[src/rtl/dram_word_adapter.sv]
// dram_word_adapter
//   Turns 32-bit CPU load/store requests into single-beat 128-bit line commands
//   on the DRAM controller user port. A one-line read buffer serves repeated
//   loads to the same 16-byte line without a DRAM access. Stores are
//   write-through with byte masks. One request is outstanding at a time.
//
// Ports
//   ui_clk, ui_rst            clock, synchronous active-high reset
//   i_req_valid/we/addr/wdata/be, o_req_ready   CPU request channel
//   o_resp_valid, o_resp_rdata                  CPU response (1-cycle pulse)
//   i_dram_calib, i_dram_ready                  controller status
//   o_dram_rd_en, o_dram_wr_en                  1-cycle command pulses
//   o_dram_addr/data/mask                       command payload, held ISSUE..RESP
//   i_dram_data, i_dram_data_valid              read line return
module dram_word_adapter #(
    parameter int ADDR_WIDTH     = 32,
    parameter int APP_ADDR_WIDTH = 28,
    parameter int APP_DATA_WIDTH = 128,
    parameter int APP_MASK_WIDTH = 16,
    parameter int USE_LINE_BUF   = 1
) (
    input  logic                      ui_clk,
    input  logic                      ui_rst,
    input  logic                      i_req_valid,
    input  logic                      i_req_we,
    input  logic [ADDR_WIDTH-1:0]     i_req_addr,
    input  logic [31:0]               i_req_wdata,
    input  logic [3:0]                i_req_be,
    output logic                      o_req_ready,
    output logic                      o_resp_valid,
    output logic [31:0]               o_resp_rdata,
    input  logic                      i_dram_calib,
    input  logic                      i_dram_ready,
    output logic                      o_dram_rd_en,
    output logic                      o_dram_wr_en,
    output logic [APP_ADDR_WIDTH-1:0] o_dram_addr,
    output logic [APP_DATA_WIDTH-1:0] o_dram_data,
    output logic [APP_MASK_WIDTH-1:0] o_dram_mask,
    input  logic [APP_DATA_WIDTH-1:0] i_dram_data,
    input  logic                      i_dram_data_valid
);

    localparam int TAG_W = ADDR_WIDTH - 4;

    typedef enum logic [2:0] {
        S_IDLE, S_RD_ISSUE, S_RD_WAIT, S_WR_ISSUE, S_WR_HOLD, S_WR_WAIT, S_RESP
    } state_t;

    state_t state;

    logic [TAG_W-1:0]          req_tag;
    logic [1:0]                req_lane;
    logic [31:0]               req_wdata;
    logic [3:0]                req_be;

    logic                      buf_valid;
    logic [TAG_W-1:0]          buf_tag;
    logic [APP_DATA_WIDTH-1:0] buf_data;

    logic [TAG_W-1:0]          in_tag;
    logic [1:0]                in_lane;
    logic                      in_hit;
    logic [ADDR_WIDTH-2:0]     full_addr;
    logic [APP_MASK_WIDTH-1:0] wmask;
    logic [APP_DATA_WIDTH-1:0] merged;
    logic                      store_hit;
    logic                      unused_bits;

    assign in_tag    = i_req_addr[ADDR_WIDTH-1:4];
    assign in_lane   = i_req_addr[3:2];
    assign in_hit    = (USE_LINE_BUF != 0) && buf_valid && (buf_tag == in_tag);
    // Controller addresses 16-bit units and appends its own LSB, so a 16-byte
    // line index is shifted up by 3.
    assign full_addr = {in_tag, 3'b000};
    assign store_hit = buf_valid && (buf_tag == req_tag);
    assign unused_bits = ^{i_req_addr[1:0], full_addr};

    assign o_req_ready = (state == S_IDLE) && i_dram_calib && !ui_rst;

    // Mask bit = 1 means the byte is NOT written; only the addressed lane opens.
    always_comb begin
        wmask = '1;
        wmask[4*in_lane +: 4] = ~i_req_be;
    end

    // Buffer line with the store bytes folded in, for write-through on a hit.
    always_comb begin
        merged = buf_data;
        for (int b = 0; b < 4; b++) begin
            if (req_be[b])
                merged[32*req_lane + 8*b +: 8] = req_wdata[8*b +: 8];
        end
    end

    always_ff @(posedge ui_clk) begin
        if (ui_rst) begin
            state        <= S_IDLE;
            req_tag      <= '0;
            req_lane     <= '0;
            req_wdata    <= '0;
            req_be       <= '0;
            buf_valid    <= 1'b0;
            buf_tag      <= '0;
            buf_data     <= '0;
            o_resp_valid <= 1'b0;
            o_resp_rdata <= '0;
            o_dram_rd_en <= 1'b0;
            o_dram_wr_en <= 1'b0;
            o_dram_addr  <= '0;
            o_dram_data  <= '0;
            o_dram_mask  <= '0;
        end else begin
            o_dram_rd_en <= 1'b0;
            o_dram_wr_en <= 1'b0;
            o_resp_valid <= 1'b0;
            case (state)
                S_IDLE: begin
                    if (i_req_valid && o_req_ready) begin
                        req_tag     <= in_tag;
                        req_lane    <= in_lane;
                        req_wdata   <= i_req_wdata;
                        req_be      <= i_req_be;
                        o_dram_addr <= full_addr[APP_ADDR_WIDTH-1:0];
                        if (i_req_we) begin
                            o_dram_data <= {4{i_req_wdata}};
                            o_dram_mask <= wmask;
                            state       <= S_WR_ISSUE;
                        end else if (in_hit) begin
                            o_resp_valid <= 1'b1;
                            o_resp_rdata <= buf_data[32*in_lane +: 32];
                            state        <= S_RESP;
                        end else begin
                            state <= S_RD_ISSUE;
                        end
                    end
                end
                S_RD_ISSUE: begin
                    if (i_dram_ready) begin
                        o_dram_rd_en <= 1'b1;
                        state        <= S_RD_WAIT;
                    end
                end
                S_RD_WAIT: begin
                    if (i_dram_data_valid) begin
                        buf_valid    <= (USE_LINE_BUF != 0);
                        buf_tag      <= req_tag;
                        buf_data     <= i_dram_data;
                        o_resp_valid <= 1'b1;
                        o_resp_rdata <= i_dram_data[32*req_lane +: 32];
                        state        <= S_RESP;
                    end
                end
                S_WR_ISSUE: begin
                    if (i_dram_ready) begin
                        o_dram_wr_en <= 1'b1;
                        if (store_hit)
                            buf_data <= merged;
                        state <= S_WR_HOLD;
                    end
                end
                // Controller's ready lags the write command by a cycle; skip it.
                S_WR_HOLD: state <= S_WR_WAIT;
                S_WR_WAIT: begin
                    if (i_dram_ready) begin
                        o_resp_valid <= 1'b1;
                        o_resp_rdata <= '0;
                        state        <= S_RESP;
                    end
                end
                S_RESP: begin
                    o_resp_rdata <= '0;
                    state        <= S_IDLE;
                end
                default: state <= S_IDLE;
            endcase
        end
    end

endmodule

[config.mk]
export PLATFORM = sky130hd
export DESIGN_NAME = dram_word_adapter
export DESIGN_NICKNAME = d
export VERILOG_FILES = /design/src/rtl/dram_word_adapter.sv
export SDC_FILE = /design/constraint.sdc
export NUM_CORES = 1
export LEC_CHECK = 0
export CAP_MARGIN = 20
export CORE_ASPECT_RATIO = 0.9
export CORE_UTILIZATION = 40
export CTS_BUF_LIST = sky130_fd_sc_hd__clkbuf_8
export DETAILED_ROUTE_END_ITERATION = 12
export PLACE_DENSITY = 0.76
export SLEW_MARGIN = 25
export SYNTH_ARGS = -nofsm -noshare
export SYNTH_HDL_FRONTEND = slang
export SYNTH_SLANG_ARGS = --single-unit
[constraint.sdc]
create_clock -name ui_clk -period 2.4 [get_ports ui_clk]
set_input_delay 0.48 -clock ui_clk [delete_from_list [all_inputs] [get_ports ui_clk]]
set_output_delay 0.48 -clock ui_clk [all_outputs]
set_load 0.02 [all_outputs]
==> reports/qor.json <==
{
  "grt_antenna_before_repair": {"value": 6},
  "post_synth_instance_area": {"value": 16900, "unit": "um2"},
  "p_leak": {"value": 8.10, "unit": "nW"},
  "fillCellCount": {"value": 3741},
  "grt_pass1_wl": {"value": 90500, "unit": "um"},
  "critical_path.slowest_cell": {"value": "or4_4"},
  "synth_largest_type_area_fraction": {"value": 0.366},
  "cts.reportedPaths.clkPinSlew": {"value": 0.06, "unit": "ns"},
  "dieWidth": {"value": 219, "unit": "um"},
  "synth_seq_area_share": {"value": 0.366},
  "globalplace.congestion": {"value": 0.886},
  "first_global_vias": {"value": 15800},
  "postRouteAntennaNets": {"value": 0},
  "detailed_place.area": {"value": 21400, "unit": "um2"},
  "utilization": {"value": 0.548},
  "cts_tree": {"value": "yes"},
  "violations_in_the_final_reports": {"value": "setup timing"},
  "synth-seq-cells": {"value": 309},
  "proportion_of_synthesized_flip_flops_having_asynchronous_set_or_reset": {"value": 0},
  "cts-buffers-inserted": {"value": 54},
  "drt-wirelength-per-cell": {"value": 21.4, "unit": "um"},
  "place.port_buffers": {"value": 405},
  "regToRegSetupSlack": {"value": -0.04, "unit": "ns"},
  "syn_inst": {"value": 1902},
  "fin_area": {"value": 22900, "unit": "um2"},
  "worstSetupPathType": {"value": "flop to flop"},
  "final.setup.worst_slack": {"value": -0.0360, "unit": "ns"},
  "slew-limit-headroom": {"value": 0.339},
  "timing.max_cap.violations": {"value": 0},
  "worst_margin_pin_slew": {"value": 0.992, "unit": "ns"},
  "synth-edff-count": {"value": 0},
  "power-per-cell-area": {"value": 587, "unit": "nW/um2"},
  "commonest_register_cell_after_synthesis": {"value": "dfxtp_1"},
  "r2r-start": {"value": "buf_tag[15]"},
  "startpoint_type": {"value": "flop"},
  "detailed_place_hpwl": {"value": 42100, "unit": "um"},
  "globalRouteMet2Util": {"value": 0.430},
  "net_switching_power_of_the_design": {"value": 0.00374, "unit": "W"},
  "cp_cell_sequence": {"value": "xnor2_1 > nand4_1 > or4_4 > nor3_4 > buf_6 > nand3_1 > buf_6 > o221a_1"},
  "clk_path_buf_depth": {"value": 3},
  "floorplan.initialDensity": {"value": 0.405},
  "met3_global_route_usage": {"value": 0.0531},
  "met1_grt_util": {"value": 0.359},
  "crit_path_end": {"value": "buf_data[55]"},
  "synth.lib_cells_used.distinct": {"value": 55},
  "fin_crit_sh": {"value": 1.02},
  "crit_arrival": {"value": 2.96, "unit": "ns"},
  "die_height": {"value": 197, "unit": "um"},
  "gate_power_share": {"value": 0.173},
  "area_of_combinational_cells_with_multiple_inputs": {"value": 9240, "unit": "um2"},
  "maxClockFrequency": {"value": 0.411, "unit": "GHz"},
  "finalHoldViolCount": {"value": 0},
  "drive_above_1_share": {"value": 0.177},
  "fp.dieArea": {"value": 43100, "unit": "um2"},
  "critPathRequiredTime": {"value": 2.92, "unit": "ns"},
  "sequentialPowerShare": {"value": 0.412},
  "coreArea": {"value": 41800, "unit": "um2"},
  "layout_min_cycle_time": {"value": 2.44, "unit": "ns"},
  "detail_route.vias_per_cell": {"value": 5.72},
  "critical_path.endpoint_type": {"value": "flop"},
  "clock_tree.htree_level_count": {"value": 2},
  "timing.clock.skew": {"value": 0.0282, "unit": "ns"},
  "number_of_warnings_reported_in_the_yosys_synthesis_log": {"value": 0},
  "power.switching_fraction": {"value": 0.279},
  "clkLatencyLatePin": {"value": 0.64, "unit": "ns"},
  "clock_sink_count": {"value": 309},
  "report.final.setup_viol": {"value": 9},
  "grt_start_max_net_pins": {"value": 171},
  "dr_total_vias": {"value": 16100},
  "floorplan.rows": {"value": 71},
  "regToRegEndpoint": {"value": "buf_data[55]"},
  "worst_setup_path_startpoint": {"value": "buf_tag[15]"},
  "status": {"value": "finished with violations"},
  "dp_slack": {"value": -0.573, "unit": "ns"},
  "globalRoute.totalOverflow": {"value": 0},
  "groute.usage.overall": {"value": 0.269},
  "drt_first_pass_iters": {"value": 8},
  "synth.area.top_cells": {"value": "dfxtp_1, mux4_2, buf_4"},
  "final_net_count": {"value": 2430},
  "clockRootBuffer": {"value": "clkbuf_8"},
  "synth.largest_area_cell": {"value": "dfxtp_1"},
  "syn_to_final_growth": {"value": 35.3, "unit": "%"},
  "finalWirelength": {"value": 60100, "unit": "um"},
  "cts_hold_repair.buffers": {"value": 0},
  "timing.reg2reg.worst_path_depth": {"value": 8},
  "drt_iter0_drc": {"value": 1392},
  "grt_setup_unrepaired": {"value": "yes"},
  "irDropWorstVdd": {"value": 431, "unit": "uV"},
  "final_max_slew_viol_count": {"value": 0},
  "power.internal": {"value": 0.00968, "unit": "W"},
  "timing.critical_path.slowest_cell_delay": {"value": 0.61, "unit": "ns"},
  "cell_mode_on_critical_path": {"value": "buf_6"},
  "seqCellArea": {"value": 6210, "unit": "um2"},
  "worstPathMaxFanout": {"value": 8},
  "drcViolationCount": {"value": 0},
  "ioPinCount": {"value": 411},
  "average_cell_area_after_synthesis": {"value": 8.88, "unit": "um2"},
  "hp_class": {"value": "primary input to flop"},
  "p_clk_frac": {"value": 0.415},
  "min_from": {"value": "i_req_addr[3]"},
  "layer_with_the_highest_usage_after_global_routing": {"value": "met2"}
}
==> critical path, delay by kind of cell, from the launching register on <==
family / cells / cell delay (ns)
AND/OR/NAND/NOR: 4 / 1.19
buffers and inverters: 2 / 0.37
flip-flops: 1 / 0.33
AO/OA/AOI/OAI: 1 / 0.23
XOR/XNOR: 1 / 0.19
==> how the worst min path moves through the flow <==
stage / endpoint / depth (start not counted) / slack, ns
CTS: req_lane[1] / 4 / 0.34
detailed placement: buf_data[96] / 2 / 0.48
global placement: buf_tag[26] / 2 / 0.46
global route: req_lane[1] / 4 / 0.39
finish: req_lane[1] / 4 / 0.38
floorplan: buf_tag[27] / 2 / 0.46
==> cell usage after synthesis (21+ instances only) <==
cell type  count
nand3_1       21
a311oi_1      41
nand2b_1      65
nand2_1      256
and2_1        63
buf_4        128
nor2_1       157
o221a_2       54
dfxtp_1      309
xnor2_1       41
o21ai_0       80
a211oi_1      64
buf_2         22
o211ai_1      25
o21bai_1      32
clkbuf_1     118
mux4_2        64
a22oi_1       56
a21oi_1      113
a22o_1        24
==> what timing repair did <==
item | in CTS | in global routing
resized for setup | 10 | 37
endpoints found under the setup margin | 64 | 113
cloned | 0 | 2
buffers inserted | 0 | 4
pin swaps | 1 | 14
==> cells by family (layout without fill, tap and decap cells) <==
group | count (synthesis) | count (layout) | synth area share
fa+ha+maj | 10 | 10 | 0.00741
mux | 73 | 73 | 0.0907
flops | 309 | 309 | 0.366
other cells | 1 | 6 | 0.000222
simple gates | 628 | 628 | 0.175
buf+inv | 291 | 647 | 0.0961
xor+xnor | 56 | 56 | 0.0290
compound gates | 534 | 534 | 0.235
==> stage by stage <==
stage               cells  power [W]  hold slack, ns  TNS (ns)
floorplan            1904    0.00680           0.457         0
global placement     2702    0.00785           0.464    -40.11
detailed placement   2702    0.00789           0.481    -43.35
CTS                  2801     0.0135           0.337         0
global route         2808     0.0139           0.388     -2.26
finish               2810     0.0134           0.383    -0.219
==> placed cells by master (no fill, tap or decap), types with 65 or more instances in the layout <==
master           netlist  layout
nand2_1              256     255
buf_4                128      97
nor2_1               157     155
clkbuf_8               0      72
clkdlybuf4s50_1        0     401
dfxtp_1              309     291
a21oi_1              113     113
o21ai_0               80      80
nand2b_1              65      65
==> sequential cells by signal (all words and copies together) (netlist names) <==
name and cells:
state 3, o_resp_valid 1, o_dram_data 32, buf_valid 1, req_wdata 32, o_dram_mask 16, o_resp_rdata 32, o_dram_rd_en 1
o_dram_wr_en 1, buf_tag 28, buf_data 128, req_lane 2, req_tag 28, req_be 4
==> layer usage <==
metal,up-vias,share of wire
met5,-,0.00052
met4,4,0.028
met3,127,0.083
met2,785,0.46
met1,7733,0.42
li1,7425,-
==> power groups by stage <==
stage	logic (W)	clock network [W]	registers (W)
floorplan	0.00115	0	0.00564
global placement	0.00223	0	0.00563
detailed placement	0.00226	0	0.00563
CTS	0.00227	0.00567	0.00552
global route	0.00245	0.00589	0.00555
finish	0.00231	0.00557	0.00553
==> area by class of cell <==
cell class | instances | share of cell area
repair buffers | 539 | 0.238
multi-input cells | 1304 | 0.404
clock inverters | 28 | 0.0119
well taps | 547 | 0.0299
inverters | 9 | 0.00148
clock buffers | 71 | 0.0427
flip-flops and latches | 309 | 0.272
diodes | 3 | 0.000328
Power figures use the tool's default switching activity.
